[src/rtl/l1_cache_maint_arbiter.sv]
// Round-robin arbiter that coalesces per-requester L1 clear/flush requests into one cache command.
// Optional cache-response watchdog is compiled in with L1_CACHE_MAINT_TIMEOUT_EN.
module l1_cache_maint_arbiter #(
  parameter int NUM_REQ        = 4,
  parameter int CNT_W          = 16,
  parameter int TIMEOUT_CYCLES = 1024
) (
  input  logic               CLK,
  input  logic               RST,
  input  logic [NUM_REQ-1:0] req_clear,
  input  logic [NUM_REQ-1:0] req_flush,
  output logic [NUM_REQ-1:0] done,
  output logic [NUM_REQ-1:0] err,
  output logic               cache_clear,
  output logic               cache_flush,
  input  logic               cache_clear_done,
  input  logic               cache_flush_done,
  output logic               busy,
  output logic [CNT_W-1:0]   maint_count
);

  localparam int PTR_W = $clog2(NUM_REQ);

  typedef enum logic [1:0] {IDLE, BUSY, RESP} state_t;

  state_t             state;
  logic [PTR_W-1:0]   rr_ptr;
  logic [PTR_W-1:0]   winner;
  logic [PTR_W-1:0]   win_idx;
  logic [PTR_W-1:0]   next_ptr;
  logic [PTR_W:0]     cand;
  logic [NUM_REQ-1:0] mask;
  logic [NUM_REQ-1:0] any_req;
  logic               op_flush;
  logic               win_found;
  logic               win_flush;
  logic               match_done;
  logic               timeout_hit;

  // First requester at or after rr_ptr with any request pending, wrapping modulo NUM_REQ.
  // NOTE: every always_comb output gets a default first so no path can infer a latch.
  always_comb begin
    any_req   = req_clear | req_flush;
    win_found = 1'b0;
    win_idx   = '0;
    cand      = '0;
    for (int k = 0; k < NUM_REQ; k++) begin
      cand = {1'b0, rr_ptr} + (PTR_W+1)'(k);
      if (cand >= (PTR_W+1)'(NUM_REQ)) cand = cand - (PTR_W+1)'(NUM_REQ);
      if (!win_found && any_req[cand[PTR_W-1:0]]) begin
        win_found = 1'b1;
        win_idx   = cand[PTR_W-1:0];
      end
    end
  end

  assign win_flush  = req_flush[win_idx];
  assign match_done = op_flush ? cache_flush_done : cache_clear_done;
  assign next_ptr   = (winner == PTR_W'(NUM_REQ - 1)) ? '0 : winner + 1'b1;
  assign busy       = (state != IDLE);

`ifdef L1_CACHE_MAINT_TIMEOUT_EN
  localparam int TMO_W = $clog2(TIMEOUT_CYCLES + 1);

  logic [TMO_W-1:0] tmo_cnt;

  assign timeout_hit = (state == BUSY) && (tmo_cnt == TMO_W'(TIMEOUT_CYCLES));

  // Counter is held at zero outside BUSY, so it restarts on every BUSY entry.
  always_ff @(posedge CLK) begin
    if (RST) begin
      tmo_cnt <= '0;
      err     <= '0;
    end else begin
      err     <= (state == BUSY && !match_done && timeout_hit) ? mask : '0;
      tmo_cnt <= (state == BUSY) ? tmo_cnt + TMO_W'(1) : '0;
    end
  end
`else
  assign timeout_hit = 1'b0;
  assign err         = '0;
`endif

  // NOTE: state registers use non-blocking assignments so every flop samples pre-edge values.
  always_ff @(posedge CLK) begin
    if (RST) begin
      state       <= IDLE;
      rr_ptr      <= '0;
      winner      <= '0;
      mask        <= '0;
      op_flush    <= 1'b0;
      done        <= '0;
      cache_clear <= 1'b0;
      cache_flush <= 1'b0;
      maint_count <= '0;
    end else begin
      done <= '0;
      case (state)
        IDLE: begin
          // A done level still high from the previous op must not complete the next one.
          if (win_found && !cache_clear_done && !cache_flush_done) begin
            op_flush    <= win_flush;
            mask        <= win_flush ? req_flush : req_clear;
            winner      <= win_idx;
            cache_flush <= win_flush;
            cache_clear <= !win_flush;
            state       <= BUSY;
          end
        end
        BUSY: begin
          if (match_done || timeout_hit) begin
            cache_flush <= 1'b0;
            cache_clear <= 1'b0;
            rr_ptr      <= next_ptr;
            state       <= RESP;
            if (match_done) begin
              done <= mask;
              if (maint_count != '1) maint_count <= maint_count + 1'b1;
            end
          end
        end
        RESP:    state <= IDLE;
        default: state <= IDLE;
      endcase
    end
  end

endmodule

[config.mk]
export PLATFORM = sky130hd
export DESIGN_NAME = l1_cache_maint_arbiter
export DESIGN_NICKNAME = d
export VERILOG_FILES = /design/src/rtl/l1_cache_maint_arbiter.sv
export SDC_FILE = /design/constraint.sdc
export NUM_CORES = 1
export LEC_CHECK = 0
export CAP_MARGIN = 20
export CORE_UTILIZATION = 49
export DETAILED_ROUTE_END_ITERATION = 16
export GPL_TIMING_DRIVEN = 0
export PLACE_DENSITY = 0.86
export SETUP_SLACK_MARGIN = 0.02
export SYNTH_ARGS = -nofsm -noshare
export SYNTH_HDL_FRONTEND = slang
export SYNTH_SLANG_ARGS = --single-unit
[constraint.sdc]
create_clock -name CLK -period 2.4 [get_ports CLK]
set_input_delay 0.48 -clock CLK [delete_from_list [all_inputs] [get_ports CLK]]
set_output_delay 0.48 -clock CLK [all_outputs]
set_load 0.01 [all_outputs]
==> impl_metrics.py <==
metrics = {
    "outcome": {
        "status": "finished, final reports clean",
    },
    "timing": {
        "setup_viol": 0,
        "timing_hold_violations_final": 0,
        "fin_setup_tns_ps": 0,
        "fin_crit_sh": 0.958,
        "period_needed_ps": 2300,
        "grt_setup_unrepaired": "false",
        "report.final.slew_viol_count": 0,
        "max_slew.worst_pin.slew_ps": 586,
        "clock-skew-final_ps": 6.36,
        "maxSlewHeadroom": 0.606,
        "maximum_operating_frequency_mhz": 435,
    },
    "logic_synthesis": {
        "synth.lib_cells_used.distinct": 49,
        "syn-cell-area_um2": 1690,
        "edff_count_synth": 0,
        "synth-seq-area-share": 0.391,
        "cell_count_after_synthesis": 200,
        "synth.ff_latch_count": 33,
        "synthesis.yosys.warnings": 0,
        "asr_flop_ratio_synth": 0,
        "syn-mean-instance-area_um2": 8.46,
        "synthFlopType": "dfxtp_1",
    },
    "power": {
        "combPwrFrac": 0.140,
        "seq_power_share": 0.555,
        "switching_share": 0.256,
        "power_per_cell_area_nw_per_um2": 473,
        "power_w": 0.00103,
        "p_sw_w": 0.000262,
        "internal_power_w": 0.000763,
        "power_frac_clock": 0.305,
        "vdd.ir_drop.worst_uv": 300,
        "leakagePower_nw": 0.783,
    },
    "worst_setup_path": {
        "worst-r2r-cell-count": 6,
        "cpLargestDelayFamily": "compound AO/OA/AOI/OAI gates",
        "end_kind": "register",
        "max_stage_delay_ps": 510,
        "cp.buffers_inverters": 1,
        "worst_path_class_setup": "in -> reg",
        "critical_path.cell_chain": "clkdlybuf4s50_1 > nor2_2 > a211o_1 > nand3_1 > o22a_2 > mux2i_1 > a2111oi_2",
        "worstPathArrival_ps": 2550,
        "r2r-end": "mask[2]$_SDFFE_PP0P_",
        "reg2reg_setup_slack_ps": 280,
        "r2r_start": "state[1]$_SDFFE_PP0P_",
        "cp_slowest_cell": "clkdlybuf4s50_1",
        "worstPathMaxFanout": 7,
        "crit_path_start": "req_flush[2]",
        "crit_path_start_kind": "primary input",
        "timing.critical_path.to": "mask[3]$_SDFFE_PP0P_",
        "critical_path_depth": 7,
        "timing.critical_path.required_ps": 2650,
    },
    "detailed_routing": {
        "drt-vias-per-instance": 5.64,
        "wirelength_um": 3860,
        "final_antenna_net_count": 0,
        "detailroute.via_count": 1619,
        "drt_pre_antenna_iters": 4,
        "wl_per_cell_um": 13.4,
        "first_iter_violations": 77,
        "drc": 0,
    },
    "cts": {
        "max-clock-path-buffers": 2,
        "root_buffer": "clkbuf_4",
        "cts.htree.levels": 2,
        "path_clk_slew_ps": 90,
        "buffers_inserted_by_post_cts_timing_repair": 0,
        "clock-sinks": 33,
        "cts_tree": "built",
        "total_clock_buffers_created_by_cts": 5,
        "clock_insertion_delay_worst_skew_ps": 340,
        "ctsResizeCount": 0,
        "cts.hold.buffers_added": 0,
    },
    "global_routing": {
        "antenna_found_initial": 0,
        "grt_overflow_total": 0,
        "grt_pass1_wl_um": 6540,
        "groute.usage.overall": 0.245,
        "first_global_vias": 1471,
        "grt_max_degree": 11,
    },
    "cells_and_area": {
        "finalNetCount": 257,
        "nFillCells": 272,
        "antennaDiodeCount": 0,
        "post_route_cells_drive_above_1_share": 0.0947,
        "flow.area_growth_from_synthesis_pct": 28.1,
        "final_core_util": 0.687,
    },
    "placement": {
        "numPortBuffers": 33,
        "gp_congestion": 0.887,
        "dp_hpwl_um": 2820,
    },
    "floorplan": {
        "dieHeight_um": 60.8,
        "floorplan.die_area_um2": 3690,
        "core_area_um2": 3150,
        "num_io_pins": 39,
        "core.rowCount": 20,
        "die_w_um": 60.8,
        "start_util": 0.537,
    },
    "min_path": {
        "hold_path.class": "reg -> reg",
    },
    "flow_run": {
        "cap_violations": 0,
    },
}
==> synthesized netlist by cell type, drive strengths merged, types with 2 or more instances <==
master,number,area share
nor3,4,0.012
o21ai,10,0.030
o21bai,3,0.013
or2,2,0.0074
a211oi,4,0.018
xor2,8,0.041
a21oi,9,0.027
or3,4,0.015
nand2,11,0.024
buf,5,0.021
a31oi,2,0.0074
or4,2,0.011
nand3b,2,0.0089
xnor2,3,0.016
nand4,6,0.022
a2111oi,2,0.015
nor4,4,0.018
and2,5,0.018
and3,3,0.011
a221oi,2,0.010
ha,2,0.015
nor2,28,0.062
inv,5,0.011
nand3,12,0.036
mux2i,6,0.036
nand2b,2,0.0074
dfxtp,33,0.39
clkbuf,5,0.011
==> worst register-to-register path: cells and delay by family, from the launching register on <==
kind            cells  cell delay (ps)
compound gates      3              840
flops               1              320
simple gates        3              840
==> cell families after synthesis <==
kind of cell             share of synthesized area
multiplexers                                0.0355
adder cells (fa/ha/maj)                     0.0148
other                                      0.00222
AO/OA/AOI/OAI                                0.186
AND/OR/NAND/NOR                              0.271
buffers and inverters                       0.0429
XOR/XNOR                                    0.0570
flip-flops                                   0.391
==> flip-flops by register name, indices dropped and copies added (netlist names) <==
register / flops
cache_clear: 1
cache_flush: 1
done: 4
maint_count: 16
mask: 4
op_flush: 1
rr_ptr: 2
state: 2
winner: 2
==> placed cells by master, fill, tap and decap left out, types with 2 or more instances in the layout <==
master	netlist	final
nand4_1	6	6
xor2_1	8	8
o21ai_0	10	9
conb_1	1	4
a211oi_1	4	4
a221oi_1	2	2
nor2_1	28	27
dfxtp_1	33	33
o21bai_1	3	3
xnor2_1	3	3
inv_1	5	5
nor4_2	1	3
nor3_1	4	4
ha_1	2	2
buf_4	4	4
a31oi_1	2	2
nand2b_1	2	2
nand3_1	12	12
a21oi_1	9	9
nand3b_1	2	2
mux2i_1	6	6
clkbuf_1	5	6
clkbuf_4	0	5
nand2_1	11	11
or3_1	4	4
and3_1	3	3
clkdlybuf4s50_1	0	32
and2_1	5	5
==> worst min-delay path by stage <==
stage / cells past startpoint / endpoint / start / slack [ps]
floorplan: 1 / done[2]$_SDFF_PP0_ / mask[2]$_SDFFE_PP0P_ / 430
global placement: 1 / done[0]$_SDFF_PP0_ / mask[0]$_SDFFE_PP0P_ / 440
detailed placement: 1 / done[0]$_SDFF_PP0_ / mask[0]$_SDFFE_PP0P_ / 440
CTS: 1 / done[0]$_SDFF_PP0_ / mask[0]$_SDFFE_PP0P_ / 460
global route: 1 / done[3]$_SDFF_PP0_ / mask[3]$_SDFFE_PP0P_ / 500
finish: 1 / done[0]$_SDFF_PP0_ / mask[0]$_SDFFE_PP0P_ / 460
==> power by group through the flow <==
stage / logic (W) / clock network [W] / registers [W]
after floorplan: 0.0000871 / 0 / 0.000581
after global placement: 0.000138 / 0 / 0.000581
after detailed placement: 0.000140 / 0 / 0.000582
after CTS: 0.000141 / 0.000321 / 0.000569
after global routing: 0.000159 / 0.000355 / 0.000571
final: 0.000144 / 0.000313 / 0.000569
==> cell type report <==
class,instances,area [µm²],area share
plain buffers,10,53.8,0.0248
repair buffers,33,333,0.154
multi-input cells,155,991,0.457
flip-flops and latches,33,661,0.305
well taps,44,55.1,0.0254
clock buffers,7,55.1,0.0254
inverters,5,18.8,0.00866
==> metal layers <==
metal,GRT usage,up-vias,wire [µm]
met1,0.307,750,1770
li1,-,806,-
met2,0.386,55,1740
met5,0,-,0
met3,0.0789,8,287
met4,0.107,0,70
==> metrics by stage <==
stage / cells / instance area (µm²) / hold WS, ps / setup WS [ps]
final: 287 / 2170 / 460 / 100
after global routing: 287 / 2170 / 496 / 17.4
after CTS: 287 / 2140 / 464 / 29.2
after detailed placement: 280 / 2090 / 442 / -325
after global placement: 280 / 2090 / 435 / -365
after floorplan: 203 / 1700 / 430 / 346
Power figures use the tool's default switching activity.
